==> config.mk <==
export PLATFORM = sky130hd
export DESIGN_NAME = mul_mac_unit
export DESIGN_NICKNAME = d
export VERILOG_FILES = /design/src/rtl/alu_pkg.sv /design/src/rtl/mult_chunk.sv /design/src/rtl/mul_mac_unit.sv
export SDC_FILE = /design/constraint.sdc
export NUM_CORES = 1
export LEC_CHECK = 0
export BUFFER_PORTS_ARGS = -buffer_cell sky130_fd_sc_hd__buf_4
export CORE_MARGIN = 8
export CORE_UTILIZATION = 40
export DETAILED_ROUTE_END_ITERATION = 12
export GPL_TIMING_DRIVEN = 0
export PLACE_DENSITY = 0.53
export SETUP_SLACK_MARGIN = 0.05
export SLEW_MARGIN = 0
export SYNTH_ARGS = -nofsm -noshare
export SYNTH_HDL_FRONTEND = slang
export SYNTH_SLANG_ARGS = --single-unit
==> constraint.sdc <==
create_clock -name clk -period 14.3 [get_ports clk]
set_input_delay 2.145 -clock clk [delete_from_list [all_inputs] [get_ports clk]]
set_output_delay 2.145 -clock clk [all_outputs]
set_load 0.005 [all_outputs]
==> src/rtl/alu_pkg.sv <==
// ---------------------------------------------------------------------------
// alu_pkg
// Definitions shared between the ALU control decoder and the EX-stage
// multiply / multiply-accumulate unit.
//   - 4-bit ALU operation codes (MUL_OP = 8, MAC_OP = 9)
//   - state encoding for the iterative multiplier sequencer
//   - is_mul_op(): true for the opcodes handled by mul_mac_unit
// ---------------------------------------------------------------------------
package alu_pkg;

  localparam logic [3:0] AND_OP = 4'd0;
  localparam logic [3:0] OR_OP  = 4'd1;
  localparam logic [3:0] ADD_OP = 4'd2;
  localparam logic [3:0] SUB_OP = 4'd3;
  localparam logic [3:0] XOR_OP = 4'd4;
  localparam logic [3:0] SLT_OP = 4'd5;
  localparam logic [3:0] SLL_OP = 4'd6;
  localparam logic [3:0] SRL_OP = 4'd7;
  localparam logic [3:0] MUL_OP = 4'd8;
  localparam logic [3:0] MAC_OP = 4'd9;

  typedef enum logic [1:0] {
    IDLE = 2'd0,
    CALC = 2'd1,
    DONE = 2'd2
  } mac_state_e;

  function automatic logic is_mul_op(input logic [3:0] ctrl);
    return (ctrl == MUL_OP) || (ctrl == MAC_OP);
  endfunction

endpackage

==> src/rtl/mult_chunk.sv <==
// ---------------------------------------------------------------------------
// mult_chunk
// Combinational DATA_W x CHUNK_W partial-product generator. Multiplies the
// multiplicand by one CHUNK_W-bit slice of the multiplier, shifts the
// product into position and keeps only the low DATA_W bits.
// Ports:
//   a       in  DATA_W   multiplicand
//   b_chunk in  CHUNK_W  multiplier slice
//   shamt   in  SH_W     left shift applied to the product (slice position)
//   term    out DATA_W   truncated, shifted partial product
// ---------------------------------------------------------------------------
module mult_chunk #(
  parameter int DATA_W  = 32,
  parameter int CHUNK_W = 8,
  parameter int SH_W    = $clog2(DATA_W)
) (
  input  logic [DATA_W-1:0]  a,
  input  logic [CHUNK_W-1:0] b_chunk,
  input  logic [SH_W-1:0]    shamt,
  output logic [DATA_W-1:0]  term
);

  // One shifted copy of the multiplicand per multiplier bit; bits of the
  // product above DATA_W never reach the result, so rows are truncated early.
  logic [DATA_W-1:0] rows [CHUNK_W];
  logic [DATA_W-1:0] prod;

  genvar gi;
  generate
    for (gi = 0; gi < CHUNK_W; gi++) begin : g_row
      assign rows[gi] = b_chunk[gi] ? (a << gi) : '0;
    end
  endgenerate

  always_comb begin
    prod = '0;
    for (int i = 0; i < CHUNK_W; i++) begin
      prod = prod + rows[i];
    end
    term = prod << shamt;
  end

endmodule

==> src/rtl/mul_mac_unit.sv <==
// ---------------------------------------------------------------------------
// mul_mac_unit
// Multi-cycle MUL / MAC execution unit for the EX stage. The multiplier is
// consumed CHUNK_W bits per cycle (DATA_W/CHUNK_W cycles), the product is
// kept modulo 2^DATA_W, and MAC adds it into a private accumulator.
// Ports:
//   clk          in   clock, all state on rising edge
//   arst_n       in   asynchronous active-low reset
//   op_valid     in   EX-stage instruction valid
//   alu_control  in   decoded ALU op (MUL_OP / MAC_OP handled here)
//   mac_select   in   high for MAC, must agree with alu_control == MAC_OP
//   operand_a    in   multiplicand (rs1)
//   operand_b    in   multiplier (rs2)
//   acc_clr      in   zero the accumulator, honoured only while idle
//   flush        in   abort the current operation
//   stall        out  combinational pipeline freeze while busy
//   done         out  one-cycle pulse, result valid
//   result       out  MUL product or new accumulator value
//   acc          out  current accumulator value
// ---------------------------------------------------------------------------
module mul_mac_unit
  import alu_pkg::*;
#(
  parameter int DATA_W  = 32,
  parameter int CHUNK_W = 8
) (
  input  logic              clk,
  input  logic              arst_n,
  input  logic              op_valid,
  input  logic [3:0]        alu_control,
  input  logic              mac_select,
  input  logic [DATA_W-1:0] operand_a,
  input  logic [DATA_W-1:0] operand_b,
  input  logic              acc_clr,
  input  logic              flush,
  output logic              stall,
  output logic              done,
  output logic [DATA_W-1:0] result,
  output logic [DATA_W-1:0] acc
);

  localparam int CYCLES = DATA_W / CHUNK_W;
  localparam int CNT_W  = (CYCLES > 1) ? $clog2(CYCLES) : 1;
  localparam int SH_W   = $clog2(DATA_W);
  localparam logic [CNT_W-1:0] CNT_LAST = CNT_W'(CYCLES - 1);

  mac_state_e        state_q, state_d;
  logic [CNT_W-1:0]  cnt_q, cnt_d;
  logic [DATA_W-1:0] a_q, a_d;
  logic [DATA_W-1:0] b_q, b_d;
  logic              is_mac_q, is_mac_d;
  logic [DATA_W-1:0] partial_q, partial_d;
  logic [DATA_W-1:0] acc_q, acc_d;
  logic [DATA_W-1:0] result_q, result_d;
  logic              done_q, done_d;

  logic              start;
  logic [CHUNK_W-1:0] b_chunk;
  logic [SH_W-1:0]   shamt;
  logic [DATA_W-1:0] term;
  logic [DATA_W-1:0] partial_sum;
  logic [DATA_W-1:0] acc_sum;

  // Gating with arst_n keeps stall low while reset is held, so every
  // output reads zero as soon as reset is asserted.
  assign start = arst_n && op_valid && is_mul_op(alu_control) && !flush
                 && (state_q == IDLE);

  assign stall = start || (state_q == CALC);

  assign b_chunk = b_q[int'(cnt_q) * CHUNK_W +: CHUNK_W];
  assign shamt   = SH_W'(int'(cnt_q) * CHUNK_W);

  mult_chunk #(
    .DATA_W (DATA_W),
    .CHUNK_W(CHUNK_W),
    .SH_W   (SH_W)
  ) u_mult_chunk (
    .a      (a_q),
    .b_chunk(b_chunk),
    .shamt  (shamt),
    .term   (term)
  );

  assign partial_sum = partial_q + term;
  assign acc_sum     = acc_q + partial_sum;

  always_comb begin
    state_d   = state_q;
    cnt_d     = cnt_q;
    a_d       = a_q;
    b_d       = b_q;
    is_mac_d  = is_mac_q;
    partial_d = partial_q;
    acc_d     = acc_q;
    result_d  = result_q;
    done_d    = 1'b0;

    unique case (state_q)
      IDLE: begin
        if (start) begin
          a_d       = operand_a;
          b_d       = operand_b;
          is_mac_d  = mac_select;
          partial_d = '0;
          cnt_d     = '0;
          state_d   = CALC;
        end else if (acc_clr) begin
          acc_d = '0;
        end
      end

      CALC: begin
        if (flush) begin
          cnt_d   = '0;
          state_d = IDLE;
        end else begin
          partial_d = partial_sum;
          if (cnt_q == CNT_LAST) begin
            // Final chunk: the result and accumulator are registered on the
            // way into DONE so both are already valid while done is high.
            cnt_d    = '0;
            state_d  = DONE;
            done_d   = 1'b1;
            result_d = is_mac_q ? acc_sum : partial_sum;
            if (is_mac_q) begin
              acc_d = acc_sum;
            end
          end else begin
            cnt_d = cnt_q + CNT_W'(1);
          end
        end
      end

      // The held instruction retires here; start is not evaluated, and a
      // flush arriving now cannot undo the completed operation.
      DONE: begin
        state_d = IDLE;
      end

      default: begin
        state_d = IDLE;
      end
    endcase
  end

  always_ff @(posedge clk or negedge arst_n) begin
    if (!arst_n) begin
      state_q   <= IDLE;
      cnt_q     <= '0;
      a_q       <= '0;
      b_q       <= '0;
      is_mac_q  <= 1'b0;
      partial_q <= '0;
      acc_q     <= '0;
      result_q  <= '0;
      done_q    <= 1'b0;
    end else begin
      state_q   <= state_d;
      cnt_q     <= cnt_d;
      a_q       <= a_d;
      b_q       <= b_d;
      is_mac_q  <= is_mac_d;
      partial_q <= partial_d;
      acc_q     <= acc_d;
      result_q  <= result_d;
      done_q    <= done_d;
    end
  end

  assign done   = done_q;
  assign result = result_q;
  assign acc    = acc_q;

  // mac_select is a redundant copy of the MAC decode; disagreement means the
  // decoder upstream is broken.
  a_mac_select_consistent : assert property (
    @(posedge clk) disable iff (!arst_n)
    op_valid |-> (mac_select == (alu_control == MAC_OP))
  );

endmodule

; ---- Yosys cells after proc, flatten, opt, wreduce, memory -nomap -nowiden
; Cells that the tools add are included.
[totals]
ramBits = 0
memories = 0
romBits = 0
regBits = 166
latch_bits = 0
[op_classes]
reduce_logical = 15
magnitude_cmp = 0
n_eq_ne = 11
mux = 29
multipliers = 0
bitwise = 1
addsub = 10
shifts = 2
div_mod_pow = 0
[op_table]
columns = operator, count
row1 = $mux 32, 16
row2 = $add 32x32->32, 9
row3 = $pmux 32 s2, 2
row4 = $shiftx 32x6->8, 1
row5 = $shl 32x5->32, 1
row6 = $mux 2, 6
row7 = $ne 2x2->1 const B, 5
row8 = $eq 4x4->1 const B, 2
row9 = $pmux 2 s2, 2
row10 = $reduce_and 2->1, 3
row11 = $reduce_and 3->1, 2
row12 = $reduce_and 6->1, 1
row13 = $logic_and 1x1->1, 4
row14 = $mux 1, 3
row15 = $ne 3x2->1 const B, 1
row16 = $add 2x1->2 const B, 1
row17 = $eq 2x1->1 const B, 1
row18 = $eq 2x2->1 const B, 1
row19 = $logic_not 2->1, 1
row20 = $logic_or 1x1->1, 2
row21 = $ne 2x1->1 const B, 1
row22 = $reduce_bool 2->1, 1
row23 = $logic_not 1->1, 1
row24 = $not 1->1, 1

; ---- Depth between registers and ports, before layout
; Gate-level depths: netlist (run 1).
[depth]
depth_word = 16
ltp_mapped = 44
ltp_nobuf = 42

; ---- Cells and area by module
; A second synthesis (run 1) with hierarchy kept.
[hier_totals]
cells_unflattened = 1945
hier_area_um2 = 18322.6
[by_module_without_submodules]
columns = module, area_each_um2, n_inst, cells_per_inst
row1 = mul_mac_unit, 9798.1, 1, 935
row2 = mult_chunk, 8524.4, 1, 1010

; ---- Least setup slack after synthesis (run 1)
; OpenSTA, ideal clock, no wires.
[synth_path]
path_kind = reg-to-reg
from = register cnt_q[1]
to = register result_q[31] (netlist: result[31])
arrival_ns = 8.876
path_stages_with_launch = 37
synth_period_minus_slack_ns = 8.972
t_required_ns = 14.205
path_buffers = 3
setup_slack_ns = 5.328
path_cell_list = dfrtp_1 -> buf_4 -> clkbuf_1 -> nor2_1 -> a21oi_1 -> clkbuf_1 -> nor2b_1 -> fa_1 -> fa_1 -> fa_1 -> fa_1 -> ha_1 -> or3_1 -> a21oi_1 -> nor2_1 -> xor2_1 -> mux2i_1 -> nor2_1 -> ha_1 -> a21o_1 -> a2111oi_0 -> o21ai_0 -> a41oi_1 -> o21ai_0 -> a21boi_0 -> o21bai_1 -> a21oi_1 -> xnor2_1 -> ha_1 -> and4_1 -> a31oi_1 -> nand2_1 -> o2111ai_1 -> a21oi_1 -> or3_1 -> and4_1 -> o31ai_1
[synth_between]
elab_chain_len = 13
word_cells_on_any_way = 22
cone_classes = 9 x add/sub / 1 x eq/ne / 2 x shift / 9 x mux / 1 x reduce/logical
[synth_rtl]
columns = item, line
row1 = "start, declared", mul_mac_unit.sv:48  ; logic [CNT_W-1:0] cnt_q, cnt_d;
row2 = "start signal, assigned", mul_mac_unit.sv:160  ; cnt_q <= cnt_d;
row3 = $shiftx 32x6->8, mul_mac_unit.sv:71  ; assign b_chunk = b_q[int'(cnt_q) * CHUNK_W +: CHUNK_W];
row4 = $mux 32, mult_chunk.sv:31  ; assign rows[gi] = b_chunk[gi] ? (a << gi) : '0;
row5 = $add 32x32->32 (7 in a row), mult_chunk.sv:38  ; prod = prod + rows[i];
row6 = $shl 32x5->32, mult_chunk.sv:40  ; term = prod << shamt;
row7 = $add 32x32->32, mul_mac_unit.sv:85  ; assign partial_sum = partial_q + term;
row8 = $add 32x32->32, mul_mac_unit.sv:86  ; assign acc_sum = acc_q + partial_sum;
row9 = $mux 32, mul_mac_unit.sv:125  ; result_d = is_mac_q ? acc_sum : partial_sum;
row10 = "end signal, assigned", mul_mac_unit.sv:166  ; result_q <= result_d;
row11 = "end, declared", mul_mac_unit.sv:54  ; logic [DATA_W-1:0] result_q, result_d;
; Parallel ways exist; a longest one is shown, timed or not.
; A chain may end at the register's enable or synchronous reset.

; ---- Final worst setup path (run 1)
; Ends and elaborated chain as after synthesis.

==> results of run 1 <==
## cells in the final DEF, fill, tap and decap left out, types with 14 or more instances in the layout
cell / instances
a22o_1: 33
xnor2_1: 52
ha_1: 105
mux2i_1: 25
nor2_1: 80
a21oi_1: 82
buf_4: 139
o21a_1: 16
nor2b_1: 63
fa_1: 160
nand2b_1: 22
a21o_1: 33
xor2_1: 31
mux2_2: 69
nand2_1: 191
clkbuf_16: 17
dfrtp_1: 166
nand3_1: 31
nor3_1: 14
and2_1: 103
o21ai_0: 102
clkbuf_1: 56
inv_1: 142
## worst register-to-register path, delay by kind of cell, from the launching register on
| family | cells | cell delay [ns] |
|---|---|---|
| adder cells (fa/ha/maj) | 7 | 2.94 |
| buffers and inverters | 3 | 1.22 |
| XOR/XNOR | 2 | 0.53 |
| AO/OA/AOI/OAI | 14 | 4.27 |
| multiplexers | 1 | 0.18 |
| AND/OR/NAND/NOR | 9 | 2.07 |
| flip-flops | 1 | 0.53 |
## layer usage
layer | GRT usage [%] | share of wire, %
met1 | 28.20 | 45
met5 | 0 | 0.024
met3 | 3.814 | 3.9
met2 | 35.49 | 48
met4 | 8.496 | 3.2
## cell type report
| type | count | area [um2] | share of cell area, % |
|---|---|---|---|
| multi-input cells | 1360 | 11530 | 61.17 |
| flip-flops and latches | 166 | 4154 | 22.03 |
| repair buffers | 139 | 1071 | 5.681 |
| well taps | 532 | 665.6 | 3.531 |
| inverters | 142 | 533.0 | 2.827 |
| clock buffers | 20 | 466.7 | 2.476 |
| plain buffers | 68 | 270.3 | 1.434 |
| clock inverters | 12 | 158.9 | 0.8429 |
## worst max-delay path by stage
stage,startpoint,endpoint,depth (start not counted)
after floorplan,cnt_q[1],result[31],36
after global placement,cnt_q[1],result[31],36
after detailed placement,cnt_q[1],result[31],36
after CTS,cnt_q[1],result[31],36
after global routing,cnt_q[1],result[31],36
final,cnt_q[1],result[31],36
## per-stage QoR
step | setup slack (ns) | cell area [um2] | cells | hold slack (ns)
CTS | 2.508 | 18850 | 2439 | 0.4951
floorplan | 5.328 | 16490 | 1736 | 0.4563
finish | 2.474 | 18850 | 2439 | 0.4902
global route | 1.611 | 18850 | 2439 | 0.5115
detailed placement | 2.621 | 18230 | 2407 | 0.4786
global placement | 2.564 | 18190 | 2406 | 0.4716
## registers in the layout, summed over array words and instances, names as in the netlist
register	flops
a_q	32
acc	32
b_q	32
partial_q	32
result	32
cnt_q	2
state_q	2
done	1
is_mac_q	1
## cells by family (layout without fill, tap and decap cells)
logic type / Yosys count / in the layout / share of synthesized area, %
multiplexers: 100 / 100 / 7.049
AND/OR/NAND/NOR: 546 / 546 / 16.42
XOR/XNOR: 85 / 85 / 4.689
flip-flops: 166 / 166 / 25.19
AO/OA/AOI/OAI: 364 / 364 / 14.39
buffers and inverters: 210 / 381 / 4.871
adder cells (fa/ha/maj): 265 / 265 / 27.39
==> metrics.txt, run 1 <==
status finished, final reports clean; Slowest cell on crit path a21oi_1; 1st-pass router iterations 5; Tcrit/Tclk final 82.70%; largest net degree at the start of global routing 111; Synth area leader dfrtp_1; WL per Instance just over 20 um; CTS resizes 0; gpl congestion roughly 0.90; Synth area leaders dfrtp_1 (25%), fa_1 (19%), ha_1 (8.0%); Max Transition Viols Final 0; WP data arrival around 12 ns; Reg2Reg Capture Point result[31]; share of flip-flops with an asynchronous set or reset between 90% and 100%; top-count cell post-synth nand2_1; worst skew pair latency a little under 0.5 ns; routed wire length roughly 50 mm; Clock transition at path regs 0.07 ns; Worst Skew a little over 0.02 ns; Nets approximately 2200; Achievable Freq between 80 and 90 MHz; Synth-to-Final Area Change 14.33%; CTS Buf Count 17; initial DRC count slightly above 600; GRT Total Usage approximately 22%; diode count 0; relative slew slack between 10 and 15%; reg2reg path depth 36; EDFF count, synth 0; row cnt 74; min-delay src result[27]; synth cell count leaders nand2_1 (191), dfrtp_1 (166), fa_1 (160); crit-path max cell delay 0.99 ns; Post-DRT Antenna Nets 0; RSZ-0062 raised after global routing no; critical path's top delay family compound AO/OA/AOI/OAI gates; Final Setup Violations 0; FF+latch count, synth between 150 and 200; share of the synthesized area in the top cell type between 20% and 30%; Critical Path Fanout Max 10; die span in y 219.0 um; HPWL Detailed 39.37 mm; startpoint types flop; Mapped Cells 1736; routed via count ~13000; Layout fillers roughly 4000; Core Region 40740 um2; Port Buffers about 140; Top FF cell, synth dfrtp_1; area of the die about 48000 um2; CTS tree yes; Syn Std Cell Area around 16000 um2; Die X around 220 um; mean number of vias per cell 5.438; Critical Path Sink Type flop; Final Hold Viols 0; WS Path Type flop to flop; Hold WC Path Type flop to flop; hold depth 2; Req. time, crit path 14.68 ns; CTS Hold Bufs 0; final design utilization about 46%; starting density of the core 40.48%; Mapped Nets 2075; layout cells sized above 1 13.48%; Post-route DRC 0; clock sinks roughly 170; max_cap viols 0; Yosys cell types roughly 70; total negative slack 0 ns; WP buf/inv 3; Seq/Total Area, Yosys 25.19%; global-route wire length before repair approximately 80 mm; via count of the first global-routing pass 14025; Reg2Reg Launch Point cnt_q[1]; clk buf depth 2; Hold EP result[27]; grt total ovfl 0; Clock Tree Root clkbuf_16; H-tree Lvls 4; Ports 140; worst-margin pin slew around 1.3 ns; flop-to-flop setup slack 2.47 ns; post-CTS setup buffers 0; synthesized area per cell about 9.5 um2; Period minus WS final roughly 12 ns; YS warnings 0; antenna violations before repair 2
Power of run 1 is not shown: default switching activity piles up to over one toggle a cycle in this logic, so the estimate is an artifact.
==> run 2, diff against run 1 <==
Settings changed: PLACE_DENSITY 0.53 to 0.55.
Clock period 14.3 ns to 9.99 ns, I/O delays scaled along.
==> run 2 against run 1 <==
Net effect: first-iteration DRC count increased by 25%; critical path depth increased by 2; hold slack got worse by 0.00079 ns; final cell count increased by 0.74%; global-route usage decreased by 0.30 points; critical endpoint is now result[28].
==> metrics.txt, run 2 (synthesis gave the netlist of run 1 again) <==
status finished, final reports clean; Most common cell on crit path fa_1; WP data arrival roughly 10 ns; Period minus WS final about 9.6 ns; critical path's top delay family adder cells; Synth-to-Final Area Change 17.24%; crit-path max cell delay 0.60 ns; Final Setup Violations 0; clock sinks ~170; worst-margin pin slew 1.102 ns; CTS Buf Count 17; WS Path Type flop to flop; Final Hold Viols 0; grt total ovfl 0; mean number of vias per cell 5.431; starting density of the core roughly 40%; Critical Path Fanout Max 10; relative slew slack roughly a quarter; worst hold slack roughly 0.49 ns; antenna violations before repair 0; Port Buffers approximately 140; placed instance area about 18000 um2; Max Transition Viols Final 0; gpl congestion roughly 0.96; HPWL Detailed 39.07 mm; Nets approximately 2300; max_cap viols 0; Sequential Area around 4200 um2; Critical Path Sink Type flop; Layout fillers slightly below 4000; design area between 15000 and 20000 um2; diode count 0; H-tree Lvls 4; highest-count cells in the layout ignoring fill and taps nand2_1 (190), dfrtp_1 (164), buf_4 (160), fa_1 (160), inv_1 (142); Post-DRT Antenna Nets 0; GRT Total Usage between 20% and 30%; Worst Skew 0.01964 ns; Clock Tree Root clkbuf_16; most common cell after layout, fill and taps aside nand2_1; routed wire length 49.86 mm; startpoint types flop; row cnt 74; worst skew pair latency roughly 0.48 ns; Tcrit/Tclk final between 90% and 100%; routed via count about 13000; Worst path depth 38; largest net degree at the start of global routing between 100 and 150; Slowest cell on crit path mux4_2; total negative slack 0 ns; WL per Instance between 20 and 25 um; multi-input logic area roughly 12000 um2; die span in y about 220 um; 1st-pass router iterations 5; reg2reg path depth 38; Die X between 200 and 250 um; layout cells sized above 1 between 10% and 20%; global-route wire length before repair about 80 mm; initial DRC count approximately 770; area of the die around 48000 um2; Hold WC Path Type flop to flop; Clock transition at path regs approximately 0.07 ns; Core Region a little over 40000 um2; Post-route DRC 0; CTS tree yes; hold depth 2; Req. time, crit path 10.35 ns; final setup margin between 0.3 and 0.4 ns; Setup WS pre-CTS -1.716 ns; WP buf/inv 4; Ports between 100 and 150; Achievable Freq 103.8 MHz; clk buf depth 2; via count of the first global-routing pass 14128
run 2: cell count changes in the layout (fill, tap and decap cells not counted), sizes merged:
cell,change
clkbuf,-8
bufinv,+1
clkinvlp,+4
buf,+27
clkinv,-1
inv,-5
run 2: layout make-up:
cell class                      count  area share (%)
Tap cell                          532           3.443
Sequential cell                   166           21.50
Clock buffer                       19           2.291
Multi-Input combinational cell   1360           61.15
Timing Repair Buffer              161           6.479
Inverter                          142           2.757
Buffer                             66           1.592
Clock inverter                     11          0.7896
run 2: worst min-delay path: cells and delay by family (launching register included):
family	cells	cell delay (ns)
AND/OR/NAND/NOR	1	0.05
AO/OA/AOI/OAI	1	0.06
flip-flops	1	0.35
run 2: worst paths after layout:
path | start | endpoint | slack (ns)
hold reg to reg | result[8] | result[8] | 0.49
setup reg to reg | cnt_q[0] | result[28] | 0.35
setup / recovery | cnt_q[0] | result[28] | 0.35
min in group asynchronous | arst_n | a_q[6] | 0.91
max in group asynchronous | arst_n | result[24] | 8.11
hold / removal | result[8] | result[8] | 0.49
run 2: layer usage:
layer | up-vias | track usage, % | wire, um
li1 | 6245 | - | -
met1 | 6746 | 28.09 | 22090
met3 | 54 | 3.869 | 2404
met4 | 0 | 5.160 | 915
met5 | - | 0 | 0
met2 | 300 | 36.09 | 24440
run 2: repair_timing:
item | CTS | global route
resized for setup | 31 | 73
hold buffers | 0 | 0
buffers inserted | 8 | 14
cloned | 0 | 0
setup endpoints to repair | 30 | 16
pin swaps | 3 | 20
run 2: through the flow:
| step | util, % | cells |
|---|---|---|
| final | 47.45 | 2457 |
| after detailed placement | 44.74 | 2407 |
| after floorplan | - | 1736 |
| after global routing | 47.45 | 2457 |
| after CTS | 46.61 | 2443 |
| after global placement | 44.65 | 2406 |
Power of run 2 is left out for the same reason.
==> run 3, diff against run 2 <==
Settings changed: CORE_UTILIZATION 40 to 25, PLACE_DENSITY 0.55 to 0.42.
==> run 3 against run 2 <==
Net effect: via count increased by 1.2%; core utilization decreased by 17 points; critical path depth unchanged; critical endpoint is now result[31]; global-route usage decreased by 5.9 points; die area increased by 55%.
==> metrics.txt, run 3 (synthesis gave the netlist of run 1 again) <==
initial DRC count approximately 830; Port Buffers 138; flop-to-flop setup slack 0.39 ns; Reg2Reg Launch Point cnt_q[0]; worst-margin pin slew between 1 and 1.5 ns; design area around 20000 um2; layout cells sized above 1 19.78%; Core Region about 66000 um2; via count of the first global-routing pass between 10000 and 15000; WP buf/inv 4; HPWL Detailed around 43 mm; placed instance area between 15000 and 20000 um2; area of the die roughly 74000 um2; relative slew slack between 20% and 30%; CTS tree yes; Post-DRT Antenna Nets 0; global-route wire length before repair between 80 and 90 mm; gpl congestion ~0.84; Critical Path Sink Type flop; clk buf depth 2; reg2reg path depth 38; worst hold slack 0.4906 ns; crit-path max cell delay around 0.67 ns; most common cell after layout, fill and taps aside nand2_1; Req. time, crit path 10.38 ns; routed via count 13506; Worst Setup SP cnt_q[0]; Most common cell on crit path a21oi_1; grt total ovfl 0; H-tree Lvls 4; Clock transition at path regs roughly 0.080 ns; critical path's top delay family adder cells; Slowest cell on crit path mux4_2; max_cap viols 0; GRT Total Usage 15.43%; mean number of vias per cell 4.805; Clock Tree Root clkbuf_16; Achievable Freq around 100 MHz; routed wire length 56.95 mm; die span in y around 270 um; largest net degree at the start of global routing 92; WS Path Type flop to flop; Period minus WS final ~9.6 ns; Critical Path Fanout Max 10; Final Hold Viols 0; Worst path depth 38; Tcrit/Tclk final a little over nine tenths; Synth-to-Final Area Change 21.59%; total negative slack 0 ns; Nets 2272; starting density of the core about a quarter; Hold WC Path Type flop to flop; clock sinks around 170; WP data arrival around 10 ns; Max Transition Viols Final 0; Post-route DRC 0; Reg2Reg Capture Point result[31]; Die X approximately 270 um; worst skew pair latency roughly 0.5 ns; WL per Instance a little over 20 um; final design utilization 30.60%; Ports 140; CP endpoint result[31]; status finished, final reports clean; Worst Skew around 0.03 ns; Final Setup Violations 0; CTS Buf Count 17; RSZ-0062 raised after global routing yes; startpoint types flop; highest-count cells in the layout ignoring fill and taps nand2_1 (191), buf_4 (177), dfrtp_1 (164), fa_1 (158), inv_1 (141); antenna violations before repair 2; row cnt 94; 1st-pass router iterations 5; Layout fillers between 6000 and 7000
run 3: cell types whose count changed in the layout (fill, tap and decap cells not counted), sizes merged:
cell      change
buf          +20
bufinv        -2
clkbuf        -1
clkinv        +3
clkinvlp      -3
diode         +1
inv           +4
run 3: worst min-delay path, delay by kind of cell, from the launching register on:
family	cells	cell delay [ns]
flops	1	0.36
compound gates	1	0.06
simple gates	1	0.05
run 3: per-layer routing:
metal	wire length, um	vias up	track usage (%)
met5	0	-	0
met4	816	0	3.573
met3	2090	43	2.701
met2	27740	272	26.15
met1	26310	6896	20.34
li1	-	6295	-
run 3: area by class of cell:
type | instances | area, um2 | share of cell area [%]
well taps | 864 | 1081 | 5.392
plain buffers | 67 | 320.3 | 1.598
repair buffers | 179 | 1400 | 6.983
diodes | 1 | 2.502 | 0.01248
multi-input cells | 1360 | 11980 | 59.76
clock buffers | 19 | 432.9 | 2.159
clock inverters | 13 | 141.4 | 0.7052
flip-flops and latches | 166 | 4156 | 20.73
inverters | 142 | 533.0 | 2.659
run 3: per-stage QoR:
step                      setup WS [ns]  instances
after global placement           -1.992       2738
after CTS                       0.05199       2789
after detailed placement         -1.846       2739
final                            0.3906       2811
after floorplan                   1.018       1736
after global routing           -0.01625       2810
run 3: timing repair:
item	4_1_cts	5_1_grt
pin swaps	8	28
hold buffers	0	0
buffers inserted	19	21
gates resized for setup	47	85
setup endpoints to repair	33	17
run 3: how the worst min path moves through the flow:
stage / start / slack [ns] / depth (start not counted) / end
floorplan: partial_q[0] / 0.46 / 2 / partial_q[0]
global placement: result[18] / 0.47 / 2 / result[18]
detailed placement: result[21] / 0.48 / 2 / result[21]
CTS: result[11] / 0.50 / 2 / result[11]
global route: b_q[2] / 0.51 / 1 / b_q[2]
finish: result[5] / 0.49 / 2 / result[5]
Power of run 3 is left out for the same reason.
